[src/rtl/dpa_pkg.sv]
// ============================================================================
// Module : dpa_pkg
// Shared types, defaults and the zero-extension helper for the dot product
// accumulator.
// Rev    : 1.0
// ============================================================================
`default_nettype none

package dpa_pkg;

   localparam int PROD_W_DEF = 33;
   localparam int ZEXT_W     = 64;

   typedef enum logic [0:0] {
      ACCUM = 1'b0,
      HOLD  = 1'b1
   } state_t;

   function automatic logic [ZEXT_W-1:0] zext(input logic [PROD_W_DEF-1:0] p);
      return {{(ZEXT_W-PROD_W_DEF){1'b0}}, p};
   endfunction

endpackage

`default_nettype wire

[src/rtl/dot_product_accumulator_if.sv]
// ============================================================================
// Module : dot_product_accumulator_if
// Product-in and result-out valid/ready bundle for the accumulator.
// Rev    : 1.0
// ============================================================================
`default_nettype none

interface dot_product_accumulator_if #(
   parameter int PROD_W = 33,
   parameter int ACC_W  = 40
);
   logic              prod_valid;
   logic              prod_ready;
   logic [PROD_W-1:0] prod;
   logic              acc_valid;
   logic              acc_ready;
   logic [ACC_W-1:0]  acc_out;
   logic              acc_ovf;

   modport master (
      output prod_valid, prod, acc_ready,
      input  prod_ready, acc_valid, acc_out, acc_ovf
   );

   modport slave (
      input  prod_valid, prod, acc_ready,
      output prod_ready, acc_valid, acc_out, acc_ovf
   );
endinterface

`default_nettype wire

[src/rtl/dot_product_accumulator_acc_adder.sv]
// ============================================================================
// Module : acc_adder
// Unsigned W-bit adder exposing the carry out of the top bit.
// Rev    : 1.0
// ============================================================================
`default_nettype none

module acc_adder #(
   parameter int W = 40
) (
   input  logic [W-1:0] a,
   input  logic [W-1:0] b,
   output logic [W-1:0] sum,
   output logic         carry
);
   assign {carry, sum} = {1'b0, a} + {1'b0, b};
endmodule

`default_nettype wire

[src/rtl/dot_product_accumulator.sv]
// ============================================================================
// Module : dot_product_accumulator
// Sums LEN unsigned products into one result held on a valid/ready port.
// Rev    : 1.0
// ============================================================================
`default_nettype none

module dot_product_accumulator
   import dpa_pkg::*;
#(
   parameter int PROD_W = PROD_W_DEF,
   parameter int ACC_W  = 40,
   parameter int LEN    = 8
) (
   input  logic                       clk,
   input  logic                       rst,
   input  logic                       clr,
   dot_product_accumulator_if.slave   bus,
   output logic                       busy
);
   localparam int CNT_W = $clog2(LEN);

   state_t            r_state;
   logic [ACC_W-1:0]  r_acc;
   logic [ACC_W-1:0]  r_acc_out;
   logic              r_ovf;
   logic              r_acc_ovf;
   logic              r_acc_valid;
   logic [CNT_W-1:0]  r_count;

   logic [PROD_W-1:0] w_prod;
   logic [ACC_W-1:0]  w_prod_ext;
   logic [ACC_W-1:0]  w_sum;
   logic              w_carry;
   logic              w_ready;
   logic              w_hs;
   logic              w_last;

   assign w_prod     = bus.prod;
   assign w_prod_ext = ACC_W'(zext(w_prod));
   assign w_ready    = (r_state == ACCUM) && !clr;
   assign w_hs       = bus.prod_valid && w_ready;
   assign w_last     = (r_count == CNT_W'(LEN - 1));

   acc_adder #(.W(ACC_W)) u_adder (
      .a     (r_acc),
      .b     (w_prod_ext),
      .sum   (w_sum),
      .carry (w_carry)
   );

   always_ff @(posedge clk or posedge rst) begin
      if (rst) begin
         r_state     <= ACCUM;
         r_acc       <= '0;
         r_acc_out   <= '0;
         r_ovf       <= 1'b0;
         r_acc_ovf   <= 1'b0;
         r_acc_valid <= 1'b0;
         r_count     <= '0;
      end else begin
         case (r_state)
            ACCUM: begin
               if (clr) begin
                  r_acc   <= '0;
                  r_ovf   <= 1'b0;
                  r_count <= '0;
               end else if (w_hs) begin
                  if (w_last) begin
                     // Final product: publish the sum and rearm for the next dot product.
                     r_acc_out   <= w_sum;
                     r_acc_ovf   <= r_ovf | w_carry;
                     r_acc       <= '0;
                     r_ovf       <= 1'b0;
                     r_count     <= '0;
                     r_acc_valid <= 1'b1;
                     r_state     <= HOLD;
                  end else begin
                     r_acc   <= w_sum;
                     r_ovf   <= r_ovf | w_carry;
                     r_count <= r_count + CNT_W'(1);
                  end
               end
            end
            HOLD: begin
               if (bus.acc_ready) begin
                  r_acc_valid <= 1'b0;
                  r_state     <= ACCUM;
               end
            end
            default: r_state <= ACCUM;
         endcase
      end
   end

   assign bus.prod_ready = w_ready;
   assign bus.acc_valid  = r_acc_valid;
   assign bus.acc_out    = r_acc_out;
   assign bus.acc_ovf    = r_acc_ovf;
   assign busy           = (r_count != '0) || (r_state == HOLD);
endmodule

`default_nettype wire
[src/flat_wrapper.sv]
// flat-port wrapper written by rule: the top's interface ports become plain ports
module dot_product_accumulator_flat import dpa_pkg::*;
#(
   parameter int PROD_W = PROD_W_DEF,
   parameter int ACC_W  = 40,
   parameter int LEN    = 8
)
  (clk, rst, clr, busy, bus_prod_valid, bus_prod, bus_acc_ready, bus_prod_ready, bus_acc_valid, bus_acc_out, bus_acc_ovf);
  dot_product_accumulator_if #(.PROD_W(PROD_W), .ACC_W(ACC_W)) bus_i ();
  input  logic clk;
  input  logic rst;
  input  logic clr;
  output logic busy;
  input wire logic [$bits(bus_i.prod_valid)-1:0] bus_prod_valid;
  input wire logic [$bits(bus_i.prod)-1:0] bus_prod;
  input wire logic [$bits(bus_i.acc_ready)-1:0] bus_acc_ready;
  output wire logic [$bits(bus_i.prod_ready)-1:0] bus_prod_ready;
  output wire logic [$bits(bus_i.acc_valid)-1:0] bus_acc_valid;
  output wire logic [$bits(bus_i.acc_out)-1:0] bus_acc_out;
  output wire logic [$bits(bus_i.acc_ovf)-1:0] bus_acc_ovf;
  assign bus_i.prod_valid = bus_prod_valid;
  assign bus_i.prod = bus_prod;
  assign bus_i.acc_ready = bus_acc_ready;
  assign bus_prod_ready = bus_i.prod_ready;
  assign bus_acc_valid = bus_i.acc_valid;
  assign bus_acc_out = bus_i.acc_out;
  assign bus_acc_ovf = bus_i.acc_ovf;
  dot_product_accumulator #(.PROD_W(PROD_W), .ACC_W(ACC_W), .LEN(LEN)) u_core (.clk(clk), .rst(rst), .clr(clr), .bus(bus_i), .busy(busy));
endmodule
[config.mk]
export PLATFORM = sky130hd
export DESIGN_NAME = dot_product_accumulator_flat
export DESIGN_NICKNAME = d
export VERILOG_FILES = /design/src/rtl/dpa_pkg.sv /design/src/rtl/dot_product_accumulator_if.sv /design/src/rtl/dot_product_accumulator_acc_adder.sv /design/src/rtl/dot_product_accumulator.sv /design/src/flat_wrapper.sv
export SDC_FILE = /design/constraint.sdc
export NUM_CORES = 1
export LEC_CHECK = 0
export ABC_AREA = 1
export CORE_MARGIN = 3
export CORE_UTILIZATION = 60
export DETAILED_ROUTE_END_ITERATION = 16
export GPL_ROUTABILITY_DRIVEN = 1
export PLACE_DENSITY = 0.86
export SLEW_MARGIN = 40
export SYNTH_ARGS = -nofsm -noshare
export SYNTH_HDL_FRONTEND = slang
export SYNTH_SLANG_ARGS = --single-unit
[constraint.sdc]
create_clock -name clk -period 5 [get_ports clk]
set_input_delay 0.75 -clock clk [delete_from_list [all_inputs] [get_ports clk]]
set_output_delay 0.75 -clock clk [all_outputs]
set_load 0.01 [all_outputs]
==> results of run 1 <==
cells in the final DEF, fill, tap and decap left out, drive strengths merged, types with 3 or more instances in the layout:
cell type / synthesis / layout
o21ai: 40 / 40
nand3b: 11 / 11
o21bai: 6 / 6
nand3: 75 / 75
ha: 36 / 36
clkdlybuf4s50: 0 / 81
xor2: 4 / 4
inv: 134 / 133
or2: 3 / 3
buf: 9 / 3
nor2: 72 / 72
nand2: 424 / 424
a21oi: 24 / 24
dfrtp: 87 / 87
clkbuf: 7 / 10
nor3: 6 / 6
xnor2: 12 / 12
nand4: 10 / 10
worst reg2reg max path, stage by stage, from the launching register on:
cell and delay, ns:
dfrtp_1 0.41, ha_1 0.37, nand2_1 0.14, inv_1 0.05
nand2_1 0.05, nand2_1 0.07, a21oi_1 0.45, nor2_1 0.08
nor2_1 0.19, nand3b_1 0.12, nand3_1 0.10, nand2_1 0.06
through the flow:
stage	hold slack, ns	area, µm²
after CTS	0.488	7480
after global placement	0.462	7280
after floorplan	0.449	6350
after global routing	0.513	7480
after detailed placement	0.464	7280
final	0.488	7480
worst min-delay path by stage:
stage / end / depth (start not counted) / from
final: u_core.bus.acc_out[39] / 2 / u_core.bus.acc_out[39]
after global routing: u_core.r_acc[32] / 2 / u_core.r_acc[32]
after detailed placement: u_core.bus.acc_out[38] / 2 / u_core.bus.acc_out[38]
after floorplan: u_core.r_ovf / 2 / u_core.r_ovf
after global placement: u_core.bus.acc_out[18] / 2 / u_core.bus.acc_out[18]
after CTS: u_core.bus.acc_out[29] / 2 / u_core.bus.acc_out[29]
where the power goes:
group	internal (µW)	switching (µW)	total [µW]
registers	781	50.3	831
logic	320	518	838
clock network	275	263	538
total	1380	831	2210
synth_stat cells (4+ instances only):
| cell | instances | area share [%] |
|---|---|---|
| a21oi_1 | 23 | 1.8 |
| buf_2 | 6 | 0.47 |
| clkbuf_1 | 7 | 0.41 |
| dfrtp_1 | 87 | 34 |
| ha_1 | 36 | 7.1 |
| inv_1 | 130 | 7.7 |
| inv_2 | 4 | 0.24 |
| nand2_1 | 411 | 24 |
| nand2_2 | 13 | 1.3 |
| nand3_1 | 72 | 5.7 |
| nand3b_1 | 11 | 1.3 |
| nand4_1 | 10 | 0.99 |
| nor2_1 | 65 | 3.8 |
| nor2_2 | 4 | 0.39 |
| nor3_2 | 4 | 0.63 |
| o21ai_0 | 34 | 2.7 |
| o21ai_1 | 6 | 0.47 |
| xnor2_1 | 12 | 1.7 |
| xor2_1 | 4 | 0.55 |
final cells by class:
cell class | instances | area [µm²] | share of cell area (%)
Inverter | 134 | 510 | 6.82
Sequential cell | 87 | 2180 | 29.1
Timing Repair Buffer | 84 | 833 | 11.1
Clock buffer | 10 | 128 | 1.71
Multi-Input combinational cell | 730 | 3590 | 48.0
Tap cell | 133 | 166 | 2.22
Clock inverter | 4 | 72.6 | 0.970
registers in the layout (all words and copies together), names as in the netlist:
register / flops
u_core.bus.acc_ovf: 1
u_core.r_count: 3
u_core.r_acc: 40
u_core.bus.acc_out: 40
u_core.r_state: 1
u_core.r_ovf: 1
u_core.bus.acc_valid: 1
logic make-up (layout without fill, tap and decap cells):
family,after synthesis,count (layout),share of synthesized area [%]
buffers and inverters,150,232,9.16
adders and majority gates,37,37,7.41
AOI/OAI and AO/OA,75,75,6.96
xor gates and xnor gates,16,16,2.21
and+or+nand+nor,602,602,40.0
DFF,87,87,34.3
per-layer routing:
metal	up-vias	GRT usage, %	part of all wire, %
li1	3155	-	-
met1	2921	44.7	46
met2	241	52.9	45
met3	36	6.16	7.0
met4	0	10.1	2.5
met5	-	0	0
==> run metrics, run 1 <==
run status complete, no violations; Pwr per Cell Area 295 nW/µm²; clock-pin slew on the worst setup and hold paths 0.08 ns; final WL 18,100 µm; Clock Skew 0.0163 ns; Detail Route Antenna Nets 0; cts repair resizes 0; H-tree depth 3; Setup Buffers After CTS 0; critical-path cell list clkdlybuf4s50_1 -> nor2_4 -> clkdlybuf4s50_1; RSZ-0062 raised after global routing no; average wire per standard cell 15.3 µm; initial antenna violation count 0; Setup violations, final 0; root buf cell clkbuf_8; synthesized cell area 6350 µm²; worst reg2reg path endpoint u_core.r_acc[29]; Crit path depth 3; Setup Total Neg Slack 0 ns; gr ovfl total 0; area grow syn2layout 17.8%; drt via density 5.37; gr usage total 32.8%; Buf/Inv on CP 2; DR DRC count 0; I/O pin cnt 82; Final Util 74.5%; Worst setup endpoint bus_prod_ready; top_reg_cell synth dfrtp_1; CP startpoint clr; Nets 1,121; max incr delay on CP 0.55 ns; worst r2r src u_core.r_acc[15]; final hold vios 0; Final min period 2.71 ns; Post-Layout Cell Count 1,182; FF-to-FF path depth 11; Final Max Slew Viols 0; PortBufs 81; critical path capture point type primary output; kind of critical path primary input to primary output; Tot Pwr 2210 µW; global-route wire length before repair 30,100 µm; die height 109 µm; critical path's most frequent cell clkdlybuf4s50_1; CTS sink count 87; Pleak 0.00407 µW; fill count 831; Achievable Freq 0.369 GHz; Place WS 2.03 ns; r2r setup slk 2.80 ns; worst min path class register to register; worst-path maximum fanout 4; crit start category primary input; die area 11,900 µm²; layout cells sized above 1 5.15%; placer congestion estimate 0.979; max cap viols 0; Max rail drop VDD 0.000261 V; DRT iter0 DRCs 466; Slowest cell on crit path clkdlybuf4s50_1; core area 10,000 µm²; final worst slack 2.29 ns; Tcrit/Tclk final 54.2%; Mapped Avg Cell Area 6.57 µm²; CTS tree done; Arrival @ worst endpoint 1.96 ns; hold buffers post-CTS 0; register area share after synthesis 34.3%; worst skew pair latency 0.39 ns; Netlist cell types 34; Gate Count Post-Synth 967; Horiz. Die Dim 109 µm; Post-synth EDFFs 0; #FFs+latches synth 87; CP Data Required Time 4.25 ns; vias in the first global route 6,170; Num CTS Buffers 9; DP Cell Count 1,168; # diodes 0; largest net degree at the start of global routing 59; via count 6,353; DR pass1 iterations 5; clock buffer depth 2; Slew @ Worst Pin 0.791 ns; synth warn 0; DP HPWL 13,800 µm; ys async rst share 100%; Core Rows 36; Syn Nets 1,042; relative slew slack 47.1%; Initial Util 63.2%; CP delay by family, top buffers and inverters
Power figures use the tool's default switching activity.
==> inputs of run 2 (changes only) <==
--- a/config.mk
+++ b/config.mk
@@ -7,10 +7,10 @@
 export LEC_CHECK = 0
 export ABC_AREA = 1
 export CORE_MARGIN = 3
-export CORE_UTILIZATION = 60
+export CORE_UTILIZATION = 57
 export DETAILED_ROUTE_END_ITERATION = 16
 export GPL_ROUTABILITY_DRIVEN = 1
-export PLACE_DENSITY = 0.86
+export PLACE_DENSITY = 0.82
 export SLEW_MARGIN = 40
 export SYNTH_ARGS = -nofsm -noshare
 export SYNTH_HDL_FRONTEND = slang
==> constraint.sdc (replaced) <==
create_clock -name clk -period 2.8 [get_ports clk]
set_input_delay 0.42 -clock clk [delete_from_list [all_inputs] [get_ports clk]]
set_output_delay 0.42 -clock clk [all_outputs]
set_load 0.01 [all_outputs]
==> run 2 against run 1 <==
Compared with the run above:
- clock skew decreased by 0.0072 ns
- largest cell class unchanged
- worst setup slack got worse by 1.8 ns
- highest routed layer unchanged
- utilization down 2.7 points
- register-to-register slack got worse by 2.3 ns
- clock power up 72%
==> run metrics, run 2 (synthesis gave the netlist of run 1 again) <==
H-tree depth 3 (unchanged); placer congestion estimate 0.986 (was 0.979); Pint 2440 µW (was 1380 µW); max incr delay on CP 0.43 ns (was 0.55 ns); Achievable Freq 0.428 GHz; CP startpoint bus_prod[0] (was clr); Nets 1,129 (was 1,121); clock-pin slew on the worst setup and hold paths 0.09 ns (was 0.08 ns); Core Rows 37 (was 36); Num CTS Buffers 9 (unchanged); vias in the first global route 6,076 (was 6,170); Pleak 0.00413 µW (was 0.00407 µW); sequential power share 37.8% (was 37.6%); Slew @ Worst Pin 0.449 ns (was 0.791 ns); largest net degree at the start of global routing 88 (was 59); crit start category primary input (unchanged); CTS sink count 87 (unchanged); gr ovfl total 0 (unchanged); Clock Power Share 23.7% (was 24.4%); Pwr per Cell Area 517 nW/µm² (was 295 nW/µm²); average wire per standard cell 14.3 µm (was 15.3 µm); r2r setup slk 0.53 ns (was 2.80 ns); worst skew pair latency 0.38 ns (was 0.39 ns); gr usage total 28.7% (was 32.8%); clock buffer depth 2 (unchanged); Initial Util 60.2% (was 63.2%); DR pass1 iterations 5 (unchanged); die height 112 µm (was 109 µm); hold buffers post-CTS 0 (unchanged); root buf cell clkbuf_8 (unchanged); Setup Total Neg Slack 0 ns (unchanged); switching share of power 37.6% (was 37.7%); CTS tree done (unchanged); Max rail drop VDD 0.000357 V (was 0.000261 V); I/O pin cnt 82 (unchanged); Final min period 2.33 ns; RSZ-0062 raised after global routing no (unchanged); via count 6,205 (was 6,353); max cap viols 0 (unchanged); Horiz. Die Dim 112 µm (was 109 µm); core area 10,600 µm² (was 10,000 µm²); global-route wire length before repair 29,000 µm (was 30,100 µm); worst-path maximum fanout 4 (unchanged); CP Data Required Time 3.05 ns (was 4.25 ns); NetSw 1470 µW (was 831 µW); Setup violations, final 0 (unchanged); initial antenna violation count 0 (unchanged); cts repair resizes 0 (unchanged); final hold vios 0 (unchanged); DR DRC count 0 (unchanged); DRT iter0 DRCs 564 (was 466); worst r2r src u_core.r_acc[0] (was u_core.r_acc[15]); FF-to-FF path depth 10 (was 11); Arrival @ worst endpoint 2.58 ns (was 1.96 ns); PortBufs 81 (unchanged); worst min path class primary input to async pin (was register to register); Detail Route Antenna Nets 0 (unchanged); Clock Skew 0.00913 ns (was 0.0163 ns); layout cells sized above 1 6.14% (was 5.15%); most frequent cells in the layout nand2_1 (411), inv_1 (129), dfrtp_1 (87) (unchanged); worst reg2reg path endpoint u_core.bus.acc_out[12] (was u_core.r_acc[29]); relative slew slack 69.8% (was 47.1%); Setup Buffers After CTS 0 (unchanged); Final Max Slew Viols 0 (unchanged); # diodes 0 (unchanged); commonest non-fill, non-tap cell in the layout nand2_1 (unchanged); final WL 17,100 µm (was 18,100 µm); final instance area 7570 µm² (was 7480 µm²); critical-path cell list clkdlybuf4s50_1 -> ha_1 -> fa_1 -> nand2_1 -> nand3_2 -> nand2_2 -> o21bai_4 -> nand2_1 -> nand2_2 -> xnor2_1 -> o21ai_0 (was clkdlybuf4s50_1 -> nor2_4 -> clkdlybuf4s50_1); Tcrit/Tclk final 83.4%; Slowest cell on crit path fa_1 (was clkdlybuf4s50_1); drt via density 5.19 (was 5.37); run status complete, no violations (unchanged); DP HPWL 13,500 µm (was 13,800 µm); critical path capture point type register (was primary output); Tot Pwr 3910 µW (was 2210 µW); kind of critical path primary input to register (was primary input to primary output); WHS 0.452 ns (was 0.488 ns); placed instance area 7360 µm² (was 7280 µm²); area grow syn2layout 19.3% (was 17.8%); Post-Layout Cell Count 1,195 (was 1,182); DP Cell Count 1,179 (was 1,168); combinational share of power 38.5% (was 38.0%); die area 12,400 µm² (was 11,900 µm²)
-- run 2: changes by cell type in the layout (fill, tap and decap cells not counted) --
cell / delta
bufinv_16: -1
clkbuf_1: -1
clkbuf_8: +2
clkinv_2: +2
buf_12: +2
buf_4: +6
inv_2: +1
inv_4: -1
-- run 2: how the worst max path moves through the flow --
stage | end | depth (start not counted) | slack [ns]
after global routing | u_core.r_acc[12] | 11 | 0.38
final | u_core.bus.acc_out[12] | 11 | 0.47
after floorplan | u_core.bus.acc_out[0] | 1 | 0.13
after global placement | u_core.r_acc[22] | 12 | 0.17
after CTS | u_core.bus.acc_out[12] | 11 | 0.53
after detailed placement | u_core.bus.acc_out[12] | 11 | 0.12
-- run 2: cell type report --
cell class	count	area (µm²)
clock buffers	11	151
clock inverters	5	56.3
fillers	925	2980
inverters	134	504
multi-input cells	730	3590
flip-flops and latches	87	2180
well taps	136	170
repair buffers	92	918
-- run 2: metrics by stage --
step	setup slack [ns]	util, %
floorplan	0.130	-
global placement	0.174	69.8
detailed placement	0.119	69.8
CTS	0.533	71.7
global route	0.378	71.7
finish	0.465	71.7
-- run 2: per-layer routing --
metal / wire length (µm) / GRT usage, %
met4: 374 / 11.4
met3: 1110 / 4.84
met5: 0 / 0
met1: 8060 / 40.4
met2: 7560 / 44.1
-- run 2: worst max-delay path: cells and delay by family --
kind | cells | cell delay [ns]
adders and majority gates | 2 | 0.67
and+or+nand+nor | 5 | 0.46
buffers and inverters | 1 | 0.40
xor gates and xnor gates | 1 | 0.37
AOI/OAI and AO/OA | 2 | 0.26
-- run 2: power groups by stage --
stage | Sequential, µW | Combinational (µW) | Clock [µW]
floorplan | 1510 | 973 | 0
CTS | 1480 | 1500 | 941
global placement | 1500 | 1470 | 0
detailed placement | 1500 | 1490 | 0
global route | 1500 | 1690 | 992
finish | 1480 | 1510 | 925
==> inputs of run 3 (changes only) <==
==> constraint.sdc (replaced) <==
create_clock -name clk -period 2.3 [get_ports clk]
set_input_delay 0.345 -clock clk [delete_from_list [all_inputs] [get_ports clk]]
set_output_delay 0.345 -clock clk [all_outputs]
set_load 0.01 [all_outputs]
==> run 3 against run 2 <==
Compared with the run above:
- critical path depth up 2
- worst hold slack worse by 0.010 ns
- largest cell class unchanged
- final area grew 5.9%
- sequential power grew 22%
- total power up 29%
- utilization rose by 4.2 points
- global-route usage is 1.2 points higher
- worst setup slack worse by 0.30 ns
- wire length increased by 6.2%
- clock skew increased by 0.0018 ns
==> run metrics, run 3 (synthesis gave the netlist of run 1 again) <==
H-tree depth 3 (unchanged); gr usage total 29.9% (was 28.7%); RSZ-0062 raised after global routing no (unchanged); gr ovfl total 0 (unchanged); Tot Pwr 5030 µW (was 3910 µW); worst-path maximum fanout 4 (unchanged); Post-Layout Cell Count 1,251 (was 1,195); critical path capture point type register (unchanged); CTS sink count 87 (unchanged); cts repair resizes 0 (unchanged); die area 12,400 µm² (unchanged); CTS tree done (unchanged); root buf cell clkbuf_8 (unchanged); clock buffer depth 2 (unchanged); max cap viols 0 (unchanged); worst reg2reg path endpoint u_core.bus.acc_out[26] (was u_core.bus.acc_out[12]); worst skew pair latency 0.39 ns (was 0.38 ns); vias in the first global route 6,392 (was 6,076); fill count 902 (was 925); Final min period 2.14 ns; DR DRC count 0 (unchanged); relative slew slack 70.0% (was 69.8%); largest net degree at the start of global routing 88 (unchanged); DP Cell Count 1,235 (was 1,179); Max rail drop VDD 0.000491 V (was 0.000357 V); DRT iter0 DRCs 523 (was 564); Tcrit/Tclk final 92.9%; r2r setup slk 0.18 ns (was 0.53 ns); placed instance area 7810 µm² (was 7360 µm²); final WL 18,200 µm (was 17,100 µm); hold buffers post-CTS 0 (unchanged); Pwr per Cell Area 628 nW/µm² (was 517 nW/µm²); PortBufs 81 (unchanged); FF-to-FF path depth 12 (was 10); Clock Skew 0.0110 ns (was 0.00913 ns); clock-pin slew on the worst setup and hold paths 0.09 ns (about the same); run status complete, no violations (unchanged); Horiz. Die Dim 112 µm (unchanged); most frequent cells in the layout nand2_1 (411), inv_1 (129), dfrtp_1 (87) (unchanged); Setup Buffers After CTS 0 (unchanged); # diodes 0 (unchanged); DR pass1 iterations 6 (was 5); final instance area 8020 µm² (was 7570 µm²); via count 6,508 (was 6,205); I/O pin cnt 82 (unchanged); average wire per standard cell 14.5 µm (was 14.3 µm); Num CTS Buffers 9 (unchanged); Arrival @ worst endpoint 2.42 ns (was 2.58 ns); drt via density 5.20 (was 5.19); placer congestion estimate 0.971 (was 0.986); Final Max Slew Viols 0 (unchanged); commonest non-fill, non-tap cell in the layout nand2_1 (unchanged); layout cells sized above 1 10.9% (was 6.14%); Core Rows 37 (unchanged); die height 112 µm (unchanged); initial antenna violation count 0 (unchanged); kind of critical path primary input to register (unchanged); Achievable Freq 0.468 GHz; WHS 0.441 ns (was 0.452 ns); core area 10,600 µm² (unchanged); Setup violations, final 0 (unchanged); Final Util 76.0% (was 71.7%); Nets 1,185 (was 1,129); CP Data Required Time 2.58 ns (was 3.05 ns); Initial Util 60.2% (unchanged); worst r2r src u_core.r_acc[0] (unchanged); DP HPWL 14,000 µm (was 13,500 µm); worst min path class primary input to async pin (unchanged); Slew @ Worst Pin 0.450 ns (was 0.449 ns); final hold vios 0 (unchanged); global-route wire length before repair 30,400 µm (was 29,000 µm); Detail Route Antenna Nets 0 (unchanged); Pleak 0.00440 µW (was 0.00413 µW); area grow syn2layout 26.3% (was 19.3%); crit start category primary input (unchanged)
==> run 3: cell count changes in the layout (fill, tap and decap cells not counted), sizes merged <==
cell,previous run,this run
buf,11,67
clkbuf,11,10
clkinv,4,1
clkinvlp,1,3
inv,133,135
==> run 3: how the worst max path moves through the flow <==
| stage | start | cells after the start | endpoint | slack, ns |
|---|---|---|---|---|
| after floorplan | u_core.r_acc[0] | 11 | u_core.bus.acc_out[22] | 0.34 |
| after global placement | bus_prod[0] | 12 | u_core.r_acc[22] | -0.14 |
| after detailed placement | bus_prod[0] | 12 | u_core.r_acc[22] | -0.17 |
| after CTS | u_core.r_acc[0] | 11 | u_core.r_acc[22] | 0.20 |
| after global routing | u_core.r_acc[0] | 12 | u_core.r_acc[24] | 0.01 |
| final | bus_prod[0] | 13 | u_core.bus.acc_out[26] | 0.16 |
==> run 3: layout make-up <==
type / instances / area, µm² / area share, %
Clock buffer: 10 / 138 / 1.72
Multi-Input combinational cell: 730 / 3590 / 44.8
Tap cell: 136 / 170 / 2.12
Timing Repair Buffer: 148 / 1360 / 17.0
Inverter: 134 / 507 / 6.32
Clock inverter: 6 / 67.6 / 0.843
Sequential cell: 87 / 2180 / 27.2
==> run 3: through the flow <==
step	TNS, ns	setup WS, ns
2_1_floorplan	0	0.343
3_3_place_gp	-2.98	-0.137
3_5_place_dp	-4.56	-0.165
4_1_cts	0	0.201
5_1_grt	0	0.0140
6_report	0	0.163
==> run 3: report_power, final <==
part	switching (µW)	leakage (µW)	total [µW]	internal, µW
clock network	618	0.0000993	1160	538
registers	106	0.00116	1800	1700
logic	1170	0.00315	2070	907
==> run 3: critical path, cell delays in order <==
cell and delay (ns):
clkdlybuf4s50_1 0.43, ha_1 0.24, fa_1 0.41, nand2_1 0.09
nand3_2 0.07, nand3_1 0.09, nand2_2 0.08, nand2_1 0.09
nand2_2 0.09, nand3_1 0.14, nand4_1 0.15, nand3_1 0.13
nand2_1 0.05
==> run 3: routing by layer <==
| metal | GRT usage [%] | vias up | part of all wire [%] |
|---|---|---|---|
| met4 | 8.68 | 0 | 2.6 |
| met5 | 0 | - | 0 |
| met2 | 48.3 | 209 | 45 |
| met1 | 40.8 | 2971 | 46 |
| met3 | 6.25 | 34 | 6.5 |
| li1 | - | 3294 | - |
